===== src/rtl/uart_cmd_master.sv =====
// uart_cmd_master: serializes register/ALU commands into UART frame
// bytes and collects the response word with timeout/error status.
module uart_cmd_master #(
  parameter int width   = 8,
  parameter int TIMEOUT = 1024
) (
  input  logic               CLK,
  input  logic               Reset,
  input  logic               cmd_valid,
  output logic               cmd_ready,
  input  logic [1:0]         cmd_type,
  input  logic [3:0]         cmd_addr,
  input  logic [width-1:0]   cmd_data,
  input  logic [width-1:0]   cmd_opA,
  input  logic [width-1:0]   cmd_opB,
  input  logic [3:0]         cmd_fun,
  output logic [width-1:0]   tx_byte,
  output logic               tx_valid,
  input  logic               tx_busy,
  input  logic [width-1:0]   rx_byte,
  input  logic               rx_valid,
  input  logic               rx_error,
  output logic               rsp_valid,
  output logic [2*width-1:0] rsp_data,
  output logic               rsp_timeout,
  output logic               rsp_error,
  output logic               busy
);

  localparam int TW = $clog2(TIMEOUT);

  localparam logic [1:0] C_WR  = 2'd0;
  localparam logic [1:0] C_RD  = 2'd1;
  localparam logic [1:0] C_ALU = 2'd2;
  localparam logic [1:0] C_NOP = 2'd3;

  localparam logic [7:0] H_WR  = 8'hAA;
  localparam logic [7:0] H_RD  = 8'hBB;
  localparam logic [7:0] H_ALU = 8'hCC;
  localparam logic [7:0] H_NOP = 8'hDD;

  typedef enum logic [1:0] {
    S_IDLE,
    S_SEND,
    S_WAIT,
    S_DONE
  } state_e;

  state_e             state_q, state_d;
  logic [1:0]         idx_q, idx_d;
  logic [1:0]         typ_q, typ_d;
  logic [3:0]         addr_q, addr_d;
  logic [width-1:0]   data_q, data_d;
  logic [width-1:0]   opa_q, opa_d;
  logic [width-1:0]   opb_q, opb_d;
  logic [3:0]         fun_q, fun_d;
  logic [TW-1:0]      tmo_q, tmo_d;
  logic               run_q, run_d;
  logic               rcnt_q, rcnt_d;
  logic [2*width-1:0] rdat_q, rdat_d;
  logic               tflag_q, tflag_d;
  logic               eflag_q, eflag_d;

  logic               is_wr, is_rd, is_alu, is_nop;
  logic [1:0]         last_idx;
  logic [width-1:0]   frame_b;
  logic               rx_last;
  logic               tmo_hit;

  always_ff @(posedge CLK or posedge Reset) begin
    if (Reset) begin
      state_q <= S_IDLE;
      idx_q   <= '0;
      typ_q   <= '0;
      addr_q  <= '0;
      data_q  <= '0;
      opa_q   <= '0;
      opb_q   <= '0;
      fun_q   <= '0;
      tmo_q   <= '0;
      run_q   <= 1'b0;
      rcnt_q  <= 1'b0;
      rdat_q  <= '0;
      tflag_q <= 1'b0;
      eflag_q <= 1'b0;
    end else begin
      state_q <= state_d;
      idx_q   <= idx_d;
      typ_q   <= typ_d;
      addr_q  <= addr_d;
      data_q  <= data_d;
      opa_q   <= opa_d;
      opb_q   <= opb_d;
      fun_q   <= fun_d;
      tmo_q   <= tmo_d;
      run_q   <= run_d;
      rcnt_q  <= rcnt_d;
      rdat_q  <= rdat_d;
      tflag_q <= tflag_d;
      eflag_q <= eflag_d;
    end
  end

  assign is_wr  = (typ_q == C_WR);
  assign is_rd  = (typ_q == C_RD);
  assign is_alu = (typ_q == C_ALU);
  assign is_nop = (typ_q == C_NOP);

  always_comb begin
    last_idx = 2'd1;
    frame_b  = '0;
    unique case (1'b1)
      is_wr: begin
        last_idx = 2'd2;
        case (idx_q)
          2'd0:    frame_b = width'(H_WR);
          2'd1:    frame_b = width'(addr_q);
          default: frame_b = data_q;
        endcase
      end
      is_rd: begin
        last_idx = 2'd1;
        frame_b  = (idx_q == 2'd0) ? width'(H_RD)
                                   : width'(addr_q);
      end
      is_alu: begin
        last_idx = 2'd3;
        case (idx_q)
          2'd0:    frame_b = width'(H_ALU);
          2'd1:    frame_b = opa_q;
          2'd2:    frame_b = opb_q;
          default: frame_b = width'(fun_q);
        endcase
      end
      is_nop: begin
        last_idx = 2'd1;
        frame_b  = (idx_q == 2'd0) ? width'(H_NOP)
                                   : width'(fun_q);
      end
      default: begin
        last_idx = 2'd1;
        frame_b  = '0;
      end
    endcase
  end

  // RD needs one response byte, both ALU forms need two
  assign rx_last = is_rd ? 1'b1 : rcnt_q;
  assign tmo_hit = run_q && (tmo_q == TW'(TIMEOUT - 1));

  always_comb begin
    state_d = state_q;
    idx_d   = idx_q;
    typ_d   = typ_q;
    addr_d  = addr_q;
    data_d  = data_q;
    opa_d   = opa_q;
    opb_d   = opb_q;
    fun_d   = fun_q;
    tmo_d   = tmo_q;
    run_d   = run_q;
    rcnt_d  = rcnt_q;
    rdat_d  = rdat_q;
    tflag_d = tflag_q;
    eflag_d = eflag_q;
    unique case (state_q)
      S_IDLE: begin
        if (cmd_valid) begin
          typ_d   = cmd_type;
          addr_d  = cmd_addr;
          data_d  = cmd_data;
          opa_d   = cmd_opA;
          opb_d   = cmd_opB;
          fun_d   = cmd_fun;
          rdat_d  = '0;
          tflag_d = 1'b0;
          eflag_d = 1'b0;
          idx_d   = 2'd0;
          state_d = S_SEND;
        end
      end
      S_SEND: begin
        if (!tx_busy) begin
          if (idx_q == last_idx) begin
            if (is_wr) begin
              state_d = S_DONE;
            end else begin
              state_d = S_WAIT;
              tmo_d   = '0;
              run_d   = 1'b0;
              rcnt_d  = 1'b0;
            end
          end else begin
            idx_d = idx_q + 2'd1;
          end
        end
      end
      S_WAIT: begin
        // entry cycle does not count; timer runs from the next one
        run_d = 1'b1;
        if (run_q) tmo_d = tmo_q + TW'(1);
        if (rx_valid && rx_error) begin
          eflag_d = 1'b1;
          state_d = S_DONE;
        end else if (rx_valid && rx_last) begin
          if (rcnt_q) rdat_d[2*width-1:width] = rx_byte;
          else        rdat_d[width-1:0]       = rx_byte;
          state_d = S_DONE;
        end else if (tmo_hit) begin
          tflag_d = 1'b1;
          rdat_d  = '0;
          state_d = S_DONE;
        end else if (rx_valid) begin
          rdat_d[width-1:0] = rx_byte;
          rcnt_d            = 1'b1;
        end
      end
      S_DONE: state_d = S_IDLE;
      default: state_d = S_IDLE;
    endcase
  end

  assign cmd_ready   = (state_q == S_IDLE);
  assign busy        = (state_q != S_IDLE);
  assign tx_valid    = (state_q == S_SEND);
  assign tx_byte     = tx_valid ? frame_b : '0;
  assign rsp_valid   = (state_q == S_DONE);
  assign rsp_data    = rdat_q;
  assign rsp_timeout = tflag_q;
  assign rsp_error   = eflag_q;

endmodule


===== config.mk =====
export PLATFORM = sky130hd
export DESIGN_NAME = uart_cmd_master
export DESIGN_NICKNAME = d
export VERILOG_FILES = /design/src/rtl/uart_cmd_master.sv
export SDC_FILE = /design/constraint.sdc
export NUM_CORES = 1
export LEC_CHECK = 0
export ABC_CLOCK_PERIOD_IN_PS = 2700
export CORE_UTILIZATION = 51
export CTS_CLUSTER_SIZE = 30
export DETAILED_ROUTE_END_ITERATION = 6
export PLACE_DENSITY = 0.8
export SETUP_SLACK_MARGIN = 0.5
export SLEW_MARGIN = 10
export SYNTH_ARGS = -nofsm -noshare
export SYNTH_HDL_FRONTEND = slang
export SYNTH_SLANG_ARGS = --single-unit

===== constraint.sdc =====
create_clock -name CLK -period 2.7 [get_ports CLK]
set_clock_uncertainty 0.2 [all_clocks]
set_input_delay 0.27 -clock CLK [delete_from_list [all_inputs] [get_ports CLK]]
set_output_delay 0.27 -clock CLK [all_outputs]
set_load 0.005 [all_outputs]

; Word-level counts from Yosys, hierarchy flattened
; Cells that the tools add are included.
[totals]
regBits = 68
mem_bits_ro = 0
elab_cells = 114
mem_count = 0
ramBits = 0
out_inout_bits = 30
latch_bits = 0
input_bits = 48
[op_classes]
bitwise = 0
n_mux = 50
shifts = 0
eq_ne = 27
n_reduce_logical = 20
n_mul = 0
add_sub_neg = 2
div = 0
n_lt_le_gt_ge = 0
[op_table]
columns = op, n
row1 = $mux W8, 8
row2 = $mux W16, 3
row3 = $mux W10, 4
row4 = $pmux W16 S2, 1
row5 = $pmux W8 S4, 1
row6 = $pmux W8 S3, 1
row7 = $ne A2 B2 Y1 const B, 11
row8 = $pmux W10 S2, 1
row9 = $reduce_and A5 Y1, 4
row10 = $mux W2, 9
row11 = $pmux W8 S2, 1
row12 = $mux W1, 14
row13 = $reduce_and A4 Y1, 3
row14 = $add A10 B1 Y10 const B, 1
row15 = $eq A10 B10 Y1 const B, 1
row16 = $eq A2 B2 Y1 const B, 5
row17 = $ne A3 B3 Y1 const B, 3
row18 = $ne A4 B4 Y1 const B, 2
row19 = $pmux W1 S2, 4
row20 = $pmux W2 S2, 2
row21 = $pmux W2 S4, 1
row22 = $reduce_and A8 Y1, 1
row23 = $reduce_bool A2 Y1, 4
row24 = $eq A2 B1 Y1 const B, 3
row25 = 7 further kinds, 11

; Longest topological paths before layout
[depth]
depth_word = 6
depth_mapped = 9
depth_no_buf = 7

; Worst setup path after synthesis
; No wires, ideal clock.
[synth_path]
kind = reg-to-output
start = reg idx_q[1]
end = out tx_byte[3]
arrival_ns = 1.680
required_ns = 2.230
path_buffers = 1
slack_ns = 0.550
stages_incl_launch_ff = 9
cell_sequence = dfrtp_1 inv_1 ha_1 clkbuf_1 mux2_2 nor4_1 a21oi_1 o21ai_0 nor2_1
[synth_between]
elab_chain_cells = 4
elab_cells_between_ends = 9
cone_classes = eq/ne (2) / mux (6) / reduce/logical (1)
[synth_rtl]
columns = item, line_no
row1 = "start, declared", 50  ; logic [1:0] idx_q, idx_d;
row2 = "start signal, assigned", 88  ; idx_q <= idx_d;
row3 = "$eq A2 B2 Y1, or another cell as far along", 128  ; case (idx_q)
row4 = "$pmux W8 S3, or another cell as far along", 128
row5 = $pmux W8 S4 (*), 112  ; unique case (1'b1)
row6 = $mux W8 (*), 226  ; assign tx_byte = tx_valid ? frame_b : '0;
row7 = "end, declared", 17  ; output logic [width-1:0] tx_byte,
; Mark *: on every way between the ends. The rest lies on a longest branch, timed or not.

; Final worst setup path
[layout_path]
start = reg idx_q[0]
end = out tx_byte[0]
; Same word-level chain as after synthesis.

==> reports/results.txt <==
Outcome -> completed
Die W -> 86.3 µm
Clock buffer depth -> 2
Layout cells sized above 1 -> 33.8%
Unrepaired setup endpoints after global routing -> yes
Highest clock rate -> 402 MHz
Min-delay worst type -> input port to asynchronous set/reset pin
Post-route ant nets -> 0
Min Clock Period, post-route -> 2.49 ns
Most common cell in the netlist -> dfrtp_1
Post-route setup TNS -> 0 ns
Setup-failing EPs final -> 0
Port Buf Inserts -> 77
I/O pins -> 78
FP Rows -> 30
Fillers -> 458
Routed vias -> 3,179
Worst-skew pair later-pin latency -> 0.35 ns
Residual DRC -> 0
Max H-tree Level -> 3
Clock sinks -> 68
Flops & latches, synth -> 68
Area Growth Syn to Fin -> 41.6%
Clock slew at reported path FFs -> 0.08 ns
Post-synth top cells -> dfrtp_1, mux2_2, nand2_1, a21oi_1, nor2_1
Final period utilization -> 92.2%
First-pass DRT Iterations -> 5
RD Place Congestion -> 0.849
Main synth FF type -> dfrtp_1
Initial Util -> 53.0%
Iteration-0 DRC count of the detailed router -> 217
Cell area after synthesis -> 3620 µm²
Mapped Nets -> 400
Die area -> 7440 µm²
Pin count of the biggest net entering global routing -> 45
Vias in the first global route -> 3,123
Total global-route track usage -> 26.5%
Sequential area share after synthesis -> 47.0%
Static Leak -> 0.00215 µW
Chip height -> 86.3 µm
Worst Path Required -> 2.23 ns
Mapped Avg Cell Area -> 10.6 µm²
Total Power -> 5830 µW
CP startpoint kind -> flip-flop
CP Class -> flip-flop to primary output
Synth area leaders -> dfrtp_1, mux2_2, a21oi_1
Clock buffer count from CTS -> 9
Setup crit end kind -> primary output
Final Hold Viols -> 0
Dpl hpwl -> 5920 µm
Worst-Margin Slew -> 0.595 ns
CP max FO -> 4
Area leader, netlist -> dfrtp_1
Initial antenna violation count -> 0
Relative slew margins -> 60.2%
Drt via density -> 5.79
CORE AREA -> 6830 µm²
Post-synth EDFFs -> 0
Yosys Warn Count -> 0
First-pass GRT wire length -> 15,100 µm
Wirelength per Cell -> 17.4 µm
Max-slew violations -> 0
Final wirelength -> 9580 µm
Post-synth ARST share -> 100%
WP data arrival -> 2.02 ns
Cells after Synth -> 343
Max cap viols -> 0
Nets -> 505
CTS tree -> done
Post-synth cell types -> 62
N_diodes -> 0
Worst hold slack -> 0.0863 ns
P per Cell Area -> 1140 nW/µm²
GR Overflow Total -> 0
Peak supply drop -> 0.626 mV
Root Buffer -> clkbuf_8
Yosys top cell area share -> 47.0%
==> per-layer routing <==
metal  share of wire, %  vias to the layer above  wire length (µm)  global-route usage [%]
li1                   -                     1450                 -                       -
met4                3.1                        0               297                    12.1
met1                 41                     1557              3960                    33.2
met5                  0                        -                 0                       0
met2                 50                      141              4790                    43.7
met3                5.5                       31               530                    6.10
==> layout by cell type (no fill, tap or decap), types with 4 or more instances in the layout <==
cell type        instances
buf_2                    5
mux2_2                  42
o21ai_1                  8
xnor2_1                  8
o21ai_0                  6
clkbuf_8                10
inv_1                    5
o211ai_1                 4
and3_1                  11
buf_4                   25
nand2_1                 29
inv_2                    5
a21oi_2                  5
dfrtp_2                  4
nand4_1                  7
a21oi_1                 20
buf_6                    6
ha_4                     7
clkdlybuf4s50_1         69
nor2_1                  22
dfrtp_1                 64
==> layout make-up <==
class | instances | area [µm²] | share of cell area [%]
multi-input combinational | 244 | 1990 | 38.7
sequential | 68 | 1710 | 33.3
timing repair buffer | 113 | 1080 | 21.1
clock buffer | 10 | 138 | 2.68
tap | 96 | 120 | 2.34
clock inverter | 6 | 48.8 | 0.952
inverter | 12 | 48.8 | 0.952
==> repair_timing <==
action	4_1_cts	5_1_grt
setup endpoints to repair	24	32
hold buffers	0	0
hold endpoints to repair	0	0
pin swaps	15	16
gates cloned	1	0
gates resized for setup	69	23
buffers inserted	12	9
==> stage by stage <==
step	util (%)	setup WS (ns)	instance area (µm²)	std cells
final	75.1	0.210	5130	549
after detailed placement	66.3	0.0459	4530	511
after floorplan	-	0.518	3620	343
after CTS	72.9	0.252	4980	540
after global routing	75.1	0.168	5130	549
after global placement	66.3	0.174	4530	511
==> flip-flops by register name, indices dropped and copies added (netlist names), 4 cells and up <==
register,cells
addr_q,4
fun_q,4
opa_q,8
tmo_q,10
data_q,8
opb_q,8
rsp_data,16
==> power by group <==
group | total, µW | switching [µW] | internal, µW
combinational | 3190 | 1500 | 1690
sequential | 1860 | 382 | 1480
clock | 775 | 411 | 364
total | 5830 | 2290 | 3530
==> kinds of logic after synthesis <==
group,after synthesis,share of synthesized area [%]
muxes,47,14.6
adders and majority gates,9,3.11
xor gates and xnor gates,9,2.18
and+or+nand+nor,101,14.1
DFF,68,47.0
buffers and inverters,31,3.94
AOI/OAI and AO/OA,78,15.1
==> critical path, stage by stage (launching register included) <==
cell and delay (ns):
dfrtp_2 0.48, ha_4 0.20, or2_4 0.26, nor3b_2 0.17, a21oi_1 0.06, o22ai_1 0.20
o21a_1 0.19, buf_2 0.12
==> path summary, 6_finish.rpt <==
kind | from | endpoint | slack (ns) | cells after the start
setup reg to reg | tmo_q[0]$_DFFE_PP0P_ | rsp_data[4]$_DFFE_PP0P_ | 0.53 | 6
hold / removal | Reset | rsp_data[2]$_DFFE_PP0P_ | 0.09 | 2
setup / recovery | idx_q[0]$_DFFE_PP0P_ | tx_byte[0] | 0.21 | 7
hold reg to reg | rsp_data[8]$_DFFE_PP0P_ | rsp_data[8]$_DFFE_PP0P_ | 0.28 | 2
min in group CLK | rx_byte[2] | rsp_data[10]$_DFFE_PP0P_ | 0.27 | 3
max in group asynchronous | Reset | state_q[1]$_DFFE_PP0P_ | 1.57 | 3
(Power assumes the default switching activity.)
